File: src/rtl/alu_16_pkg.sv
// Shared ALU definitions: operand width and opcode encodings used by RTL and benches.
package alu_16_pkg;

    localparam int ALU_W = 16;

    typedef enum logic [2:0] {
        ALU_ADD  = 3'b000,
        ALU_SUB  = 3'b001,
        ALU_AND  = 3'b010,
        ALU_OR   = 3'b011,
        ALU_XOR  = 3'b100,
        ALU_NAND = 3'b101,
        ALU_SHL  = 3'b110,
        ALU_SHR  = 3'b111
    } alu_op_e;

endpackage

File: src/rtl/alu_16_if.sv
// Operand/result/flag bundle between the execute-stage driver and the ALU.
interface alu_16_if;
    import alu_16_pkg::*;

    logic               flag_we;
    alu_op_e            alu_op;
    logic [ALU_W-1:0]   alu_a;
    logic [ALU_W-1:0]   alu_b;
    logic [ALU_W-1:0]   alu_out;
    logic               z;
    logic               v;
    logic               n;
    logic               z_q;
    logic               v_q;
    logic               n_q;

    modport master (
        output flag_we, alu_op, alu_a, alu_b,
        input  alu_out, z, v, n, z_q, v_q, n_q
    );

    modport slave (
        input  flag_we, alu_op, alu_a, alu_b,
        output alu_out, z, v, n, z_q, v_q, n_q
    );

endinterface

File: src/rtl/alu_16_core.sv
// Combinational ALU core: result plus zero/overflow/sign flags in one evaluation.
module alu_16_core
    import alu_16_pkg::*;
(
    input  alu_op_e          op,
    input  logic [ALU_W-1:0] a,
    input  logic [ALU_W-1:0] b,
    output logic [ALU_W-1:0] res,
    output logic             z,
    output logic             v,
    output logic             n
);

    logic [3:0] shamt;
    assign shamt = b[3:0];

    // Result and flags; only ADD/SUB produce sign and overflow.
    always_comb begin
        res = '0;
        v   = 1'b0;
        n   = 1'b0;
        case (op)
            ALU_ADD: begin
                res = a + b;
                v   = (a[15] == b[15]) && (res[15] != a[15]);
                n   = res[15];
            end
            ALU_SUB: begin
                res = a - b;
                v   = (a[15] != b[15]) && (res[15] != a[15]);
                n   = res[15];
            end
            ALU_AND:  res = a & b;
            ALU_OR:   res = a | b;
            ALU_XOR:  res = a ^ b;
            ALU_NAND: res = ~(a & b);
            ALU_SHL:  res = a << shamt;
            ALU_SHR:  res = a >> shamt;
            default:  res = '0;
        endcase
        z = (res == '0);
    end

endmodule

File: src/rtl/alu_16.sv
// 16-bit ALU top: combinational core plus a write-enabled condition-code register.
module alu_16
    import alu_16_pkg::*;
(
    input  logic      clk,
    input  logic      rst,
    alu_16_if.slave   bus
);

    logic [ALU_W-1:0] core_out;
    logic             core_z;
    logic             core_v;
    logic             core_n;

    logic z_d, v_d, n_d;
    logic z_q, v_q, n_q;

    alu_16_core u_core (
        .op  (bus.alu_op),
        .a   (bus.alu_a),
        .b   (bus.alu_b),
        .res (core_out),
        .z   (core_z),
        .v   (core_v),
        .n   (core_n)
    );

    // Load fresh flags when requested, otherwise hold the previous condition codes.
    always_comb begin
        z_d = z_q;
        v_d = v_q;
        n_d = n_q;
        if (bus.flag_we) begin
            z_d = core_z;
            v_d = core_v;
            n_d = core_n;
        end
    end

    // Flag register; reset clears it immediately and overrides a simultaneous write.
    always_ff @(posedge clk or posedge rst) begin
        if (rst) begin
            z_q <= 1'b0;
            v_q <= 1'b0;
            n_q <= 1'b0;
        end else begin
            z_q <= z_d;
            v_q <= v_d;
            n_q <= n_d;
        end
    end

    assign bus.alu_out = core_out;
    assign bus.z       = core_z;
    assign bus.v       = core_v;
    assign bus.n       = core_n;
    assign bus.z_q     = z_q;
    assign bus.v_q     = v_q;
    assign bus.n_q     = n_q;

endmodule

File: src/flat_wrapper.sv
// flat-port wrapper written by rule: the top's interface ports become plain ports
module alu_16_flat import alu_16_pkg::*;
  (clk, rst, bus_flag_we, bus_alu_op, bus_alu_a, bus_alu_b, bus_alu_out, bus_z, bus_v, bus_n, bus_z_q, bus_v_q, bus_n_q);
  alu_16_if bus_i ();
  input  logic clk;
  input  logic rst;
  input wire logic [$bits(bus_i.flag_we)-1:0] bus_flag_we;
  input wire logic [$bits(bus_i.alu_op)-1:0] bus_alu_op;
  input wire logic [$bits(bus_i.alu_a)-1:0] bus_alu_a;
  input wire logic [$bits(bus_i.alu_b)-1:0] bus_alu_b;
  output wire logic [$bits(bus_i.alu_out)-1:0] bus_alu_out;
  output wire logic [$bits(bus_i.z)-1:0] bus_z;
  output wire logic [$bits(bus_i.v)-1:0] bus_v;
  output wire logic [$bits(bus_i.n)-1:0] bus_n;
  output wire logic [$bits(bus_i.z_q)-1:0] bus_z_q;
  output wire logic [$bits(bus_i.v_q)-1:0] bus_v_q;
  output wire logic [$bits(bus_i.n_q)-1:0] bus_n_q;
  assign bus_i.flag_we = bus_flag_we;
  assign bus_i.alu_op = bus_alu_op;
  assign bus_i.alu_a = bus_alu_a;
  assign bus_i.alu_b = bus_alu_b;
  assign bus_alu_out = bus_i.alu_out;
  assign bus_z = bus_i.z;
  assign bus_v = bus_i.v;
  assign bus_n = bus_i.n;
  assign bus_z_q = bus_i.z_q;
  assign bus_v_q = bus_i.v_q;
  assign bus_n_q = bus_i.n_q;
  alu_16 u_core (.clk(clk), .rst(rst), .bus(bus_i));
endmodule
File: config.mk
export PLATFORM = sky130hd
export DESIGN_NAME = alu_16_flat
export DESIGN_NICKNAME = d
export VERILOG_FILES = /design/src/rtl/alu_16_pkg.sv /design/src/rtl/alu_16_if.sv /design/src/rtl/alu_16_core.sv /design/src/rtl/alu_16.sv /design/src/flat_wrapper.sv
export SDC_FILE = /design/constraint.sdc
export NUM_CORES = 1
export LEC_CHECK = 0
export ABC_AREA = 1
export BUFFER_PORTS_ARGS = -buffer_cell sky130_fd_sc_hd__buf_4
export CAP_MARGIN = 15
export CELL_PAD_IN_SITES_DETAIL_PLACEMENT = 1
export CELL_PAD_IN_SITES_GLOBAL_PLACEMENT = 1
export CORE_ASPECT_RATIO = 1.4
export CORE_UTILIZATION = 43
export DETAILED_ROUTE_END_ITERATION = 10
export GPL_ROUTABILITY_DRIVEN = 0
export HOLD_SLACK_MARGIN = 0.12
export PLACE_DENSITY = 0.93
export SETUP_SLACK_MARGIN = 0.4
export SLEW_MARGIN = 20
export SYNTH_ARGS = -nofsm -noshare
export SYNTH_HDL_FRONTEND = slang
export SYNTH_SLANG_ARGS = --single-unit
File: constraint.sdc
create_clock -name clk -period 3.9 [get_ports clk]
set_clock_uncertainty 0.15 [all_clocks]
set_input_delay 0.195 -clock clk [delete_from_list [all_inputs] [get_ports clk]]
set_output_delay 0.195 -clock clk [all_outputs]
set_load 0.03 [all_outputs]
Yosys cells after proc, flatten, opt, wreduce, memory -nomap -nowiden
Cells that the tools add are included.
{"block": "op_classes", "n_bitwise": 4, "add_sub_neg": 2, "reduce_logical": 4, "shift": 2, "n_eq_ne": 11, "n_mux": 3}
{"op": "$pmux W16 S8", "count": 1}
{"op": "$add A16 B16 Y16", "count": 1}
{"op": "$and A16 B16 Y16", "count": 1}
{"op": "$logic_not A16 Y1", "count": 1}
{"op": "$not A16 Y16", "count": 1}
{"op": "$or A16 B16 Y16", "count": 1}
{"op": "$shl A16 B4 Y16", "count": 1}
{"op": "$shr A16 B4 Y16", "count": 1}
{"op": "$sub A16 B16 Y16", "count": 1}
{"op": "$xor A16 B16 Y16", "count": 1}
{"op": "$eq A3 B3 Y1 const B", "count": 4}
{"op": "$eq A3 B2 Y1 const B", "count": 2}
{"op": "$pmux W1 S2", "count": 2}
{"op": "$eq A3 B1 Y1 const B", "count": 1}
{"op": "$logic_not A3 Y1", "count": 1}
{"op": "$ne A1 B1 Y1", "count": 3}
{"op": "$logic_and A1 B1 Y1", "count": 2}
{"op": "$eq A1 B1 Y1", "count": 1}
{"block": "word_totals", "word_cells": 29, "out_inout_bits": 22, "register_bits": 3, "in_bits": 38}

Longest topological paths before layout
{"block": "logic_depth", "ltp_word": 4, "mapped_depth": 18, "mapped_depth_nobuf": 18}

Modules after synthesis
A second synthesis with hierarchy kept.
{"block": "hier_totals", "hier_cells": 871, "hier_area_um2": 4292.9}
{"mod": "alu_16_core", "instances": 1, "seq_area_each_um2": 0.0, "cells_each": 857, "area_each_um2": 4176.5}
{"mod": "alu_16", "instances": 1, "seq_area_each_um2": 75.1, "cells_each": 14, "area_each_um2": 116.4}

Worst setup path before layout
OpenSTA, ideal clock, no wires.
{"block": "synth_timing", "path_type": "input port to flip-flop", "startpoint": "in bus_alu_b[2]", "endpoint": "reg u_core.v_q (netlist: u_core.bus.v_q)", "setup_ps": 68, "cell_stages": 14, "t_arrival_ps": 2480, "n_path_buf": 1, "path_slack_ps": 1201, "required_time_ps": 3682, "cell_sequence": "inv_1 buf_6 ha_1 inv_1 nand2_1 nand3_1 nand2_1 nand2_1 nand2_1 nand2_1 xor2_1 o31ai_1 nand2_1 nand2_1"}
{"block": "synth_via", "elab_chain_len": 4, "elab_cells_between_ends": 7, "classes_between": "add/sub: 2; eq/ne: 2; mux: 1; reduce/logical: 2"}
{"item": "start, declared", "line": "flat_wrapper.sv:10", "text": "input wire logic [$bits(bus_i.alu_b)-1:0] bus_alu_b;"}
{"item": "$sub A16 B16 Y16 / $add A16 B16 Y16 (equally long branches)", "line": "alu_16_core.sv:29, alu_16_core.sv:24"}
{"item": "$ne A1 B1 Y1, on equally long branches", "line": "alu_16_core.sv:30, alu_16_core.sv:25"}
{"item": "$logic_and A1 B1 Y1, on equally long branches", "line": "alu_16_core.sv:30, alu_16_core.sv:25"}
{"item": "$pmux W1 S2 *", "line": "alu_16_core.sv:22", "text": "case (op)"}
{"item": "via bus_v", "line": "flat_wrapper.sv:13", "text": "output wire logic [$bits(bus_i.v)-1:0] bus_v;"}
{"item": "end signal, assigned", "line": "alu_16.sv:48", "text": "v_q <= v_d;"}
{"item": "end, declared", "line": "alu_16.sv:16", "text": "logic z_q, v_q, n_q;"}
The timed path passes the listed nets; every way through them passes the cells marked *.
A chain may end at the register's enable or synchronous reset.

Worst setup path after layout
{"block": "layout_timing", "startpoint": "in bus_alu_a[11]", "endpoint": "out bus_z"}
{"block": "layout_via", "elab_chain_len": 4, "elab_cells_between_ends": 10, "classes_between": "add/sub: 2; shift: 2; mux: 1; bitwise: 4; reduce/logical: 1"}
{"item": "start, declared", "line": "flat_wrapper.sv:9", "text": "input wire logic [$bits(bus_i.alu_a)-1:0] bus_alu_a;"}
{"item": "branches (longest 2 deep; another with $sub A16 B16 Y16)"}
{"item": "$pmux W16 S8 *", "line": "alu_16_core.sv:22"}
{"item": "$logic_not A16 Y1 *", "line": "alu_16_core.sv:41", "text": "z = (res == '0);"}
{"item": "end, declared", "line": "flat_wrapper.sv:12", "text": "output wire logic [$bits(bus_i.z)-1:0] bus_z;"}
Every way passes the cells marked *.

==> impl_metrics.yaml <==
placement:
  hpwl_mm: 16.7
  port_buffers: 59
power:
  clkPwrFrac: 0.182
  finalPower_mw: 0.976
  power_density_nw_per_um2: 197
  switchingPower_mw: 0.573
  intPower_mw: 0.403
  p_sw_frac: 0.587
  ir_drop_uv: 133
  p_comb_frac: 0.783
  seq_power_share: 0.035
  leakage_nw: 2.86
clock_network:
  clk_pin_slew_worst_paths_ns: 0.03
  cts_tree: "built"
  clk_latency_ns: 0.24
  numClockSinks: 3
  cts_buffer_depth: 2
  htree_levels: 1
  cts_inserted_buffers: 3
  cts_root_buf: "clkbuf_16"
synthesis:
  ys.warnings.count: 0
  synth_seq_area_share: 0.0169
  syn_area_per_cell_sq_um: 4.97
  syn_inst: 892
  synth_area_sq_um: 4430
  ys_ff_latch: 3
  syn_nets: 980
  async_flop_share: 1.00
  yosysUniqueCellTypes: 35
  synth_edf_count: 0
  ys.flop_type: "dfrtp_1"
timing:
  slew_viol_final: 0
  rsz0062_at_grt: "false"
  slew_headroom: 0.501
  whs_ns: 0.256
  fin_crit_sh: 0.861
  post-route-min-period_ns: 3.36
  final_hold_viol_count: 0
  finalSetupTns_ns: 0
  fmaxAchievable_ghz: 0.298
  setup_viol: 0
  worstMarginPinSlew_ns: 0.745
worst_setup_path:
  worst-endpoint-arrival_ns: 3.01
  crit_path_start_kind: "input pin"
  worst-setup-path-type: "in -> out"
  worstSetupEndpointType: "output pin"
  critPathMaxFanout: 9
  cp.required_ns: 3.56
floorplan:
  die_y_um: 122
  dieWidth_um: 87.8
  num_rows: 43
  core_area_sq_um: 9950
  initial_core_util: 0.445
  dieArea_sq_um: 10700
  io_pins: 60
finish:
  fillers: 1564
  antenna_cells: 0
  drive_gt1_frac: 0.0905
  area_growth_pct: 11.9
  nets: 1017
min_path:
  hold_path.class: "in -> async"
route:
  avgViaCountPerCell: 6.00
  routedWlPerCell_um: 19.7
  dr_total_vias: 6382
  drt_iter0_markers: 396
  drc_errors: 0
  wirelength_mm: 21.0
  ant_nets: 0
  first_pass_iters: 5
global_route:
  grt_max_degree: 33
  grt_pass1_vias: 6581
  overflow: 0
  grt_pass1_wl_mm: 32.3
  track_usage: 0.400
  antenna_found_initial: 0
outcome:
  status: "finished clean"
job:
  drv_cap: 0
state kept, by name, summed over array words and instances (netlist names):
| signal | cells |
|---|---|
| u_core.bus.z_q | 1 |
| u_core.bus.n_q | 1 |
| u_core.bus.v_q | 1 |
per-layer routing:
metal	GRT usage	up-vias	part of all wire
met5	0	-	0
met4	0.357	0	0.092
met3	0.0779	153	0.063
met2	0.659	345	0.47
met1	0.427	2970	0.38
li1	-	2914	-
cell usage in the layout, fill, tap and decap left out, types with 2 or more instances in the layout:
master and instances:
nand2_1 299, nand3_1 159, inv_1 121, nor2_1 92, buf_4 60, ha_1 48, a21oi_1 38, o21ai_0 26
nand4_1 14, nor3_1 8, and2_1 8, inv_2 6, xor2_1 5, o22ai_1 5, or2_2 4, nand3_2 3
o21ai_1 3, nand3b_1 3, clkbuf_16 3, dfrtp_1 3, o21bai_1 2, or2_0 2, fa_1 2, dlygate4sd3_1 2
buf_6 2
cell type report:
type	instances	area (sq um)	share of cell area
well taps	135	169	0.0341
repair buffers	64	493	0.0994
inverters	128	483	0.0974
clock buffers	4	78.8	0.0159
flip-flops and latches	3	75.1	0.0151
multi-input cells	729	3660	0.738
power by group through the flow:
stage	logic, mW	registers, mW	clock network, mW
5_1_grt	0.824	0.0345	0.177
6_report	0.764	0.0345	0.177
2_1_floorplan	0.490	0.0378	0
3_5_place_dp	0.729	0.0345	0
4_1_cts	0.740	0.0345	0.170
3_3_place_gp	0.704	0.0344	0
path summary, 6_finish.rpt:
check                                    start             end  slack [ns]  cells past startpoint
worst max-delay path             bus_alu_a[11]           bus_z        0.54                     17
worst min-delay path                       rst  u_core.bus.v_q        0.26                      3
worst max register to register  u_core.bus.n_q  u_core.bus.n_q        3.00                      2
worst min register to register  u_core.bus.v_q  u_core.bus.v_q        0.35                      2
max in group asynchronous                  rst  u_core.bus.z_q        3.20                      3
min in group clk                u_core.bus.v_q  u_core.bus.v_q        0.35                      2
cell families (layout without fill, tap and decap cells):
group	count (synthesis)	in the layout	synth area share
flops	3	3	0.0169
simple gates	597	597	0.580
buf+inv	160	196	0.157
xor+xnor	5	5	0.00988
fa+ha+maj	50	50	0.145
compound gates	77	77	0.0909
cells in the mapped netlist, types with 4 or more instances:
cell,instances,area share
nor2_1,92,0.078
a21oi_1,38,0.043
nor3_1,8,0.0090
inv_2,6,0.0051
ha_1,48,0.14
o21ai_0,26,0.029
or2_2,4,0.0056
xor2_1,5,0.0099
buf_4,5,0.0085
nand4_1,14,0.020
inv_1,121,0.10
buf_6,6,0.015
o22ai_1,5,0.0071
buf_1,4,0.0034
nand3_1,159,0.18
buf_2,16,0.018
and2_1,8,0.011
nand2_1,299,0.25
repair_timing:
item                                    CTS  global route
endpoints found under the setup margin    0             1
endpoints found under the hold margin     4             0
gates resized for setup                   0             2
hold buffers                              2             0
setup buffers                             0             0
worst max-delay path: stages:
cell and delay (ns):
buf_4 0.12, inv_1 0.06, ha_1 0.42, inv_2 0.15, nand2_1 0.14, nor3_1 0.41, and2_1 0.20, nand2_1 0.12
nand2_1 0.15, nand2_1 0.07, nand3_1 0.16, nand3_2 0.13, nor2_1 0.12, nand2_1 0.06, nor2_1 0.17, and2_2 0.18
buf_4 0.15
per-stage QoR:
step                      setup WS [ns]  cell area, sq um  instances   util
after global routing              0.431              4960       1063  0.498
after global placement            0.862              4850       1057  0.487
final                             0.542              4960       1063  0.498
after floorplan                    1.20              4430        892      -
after CTS                         0.705              4950       1063  0.497
after detailed placement          0.793              4850       1057  0.487
No activity file was read; power rests on OpenSTA's default activity.
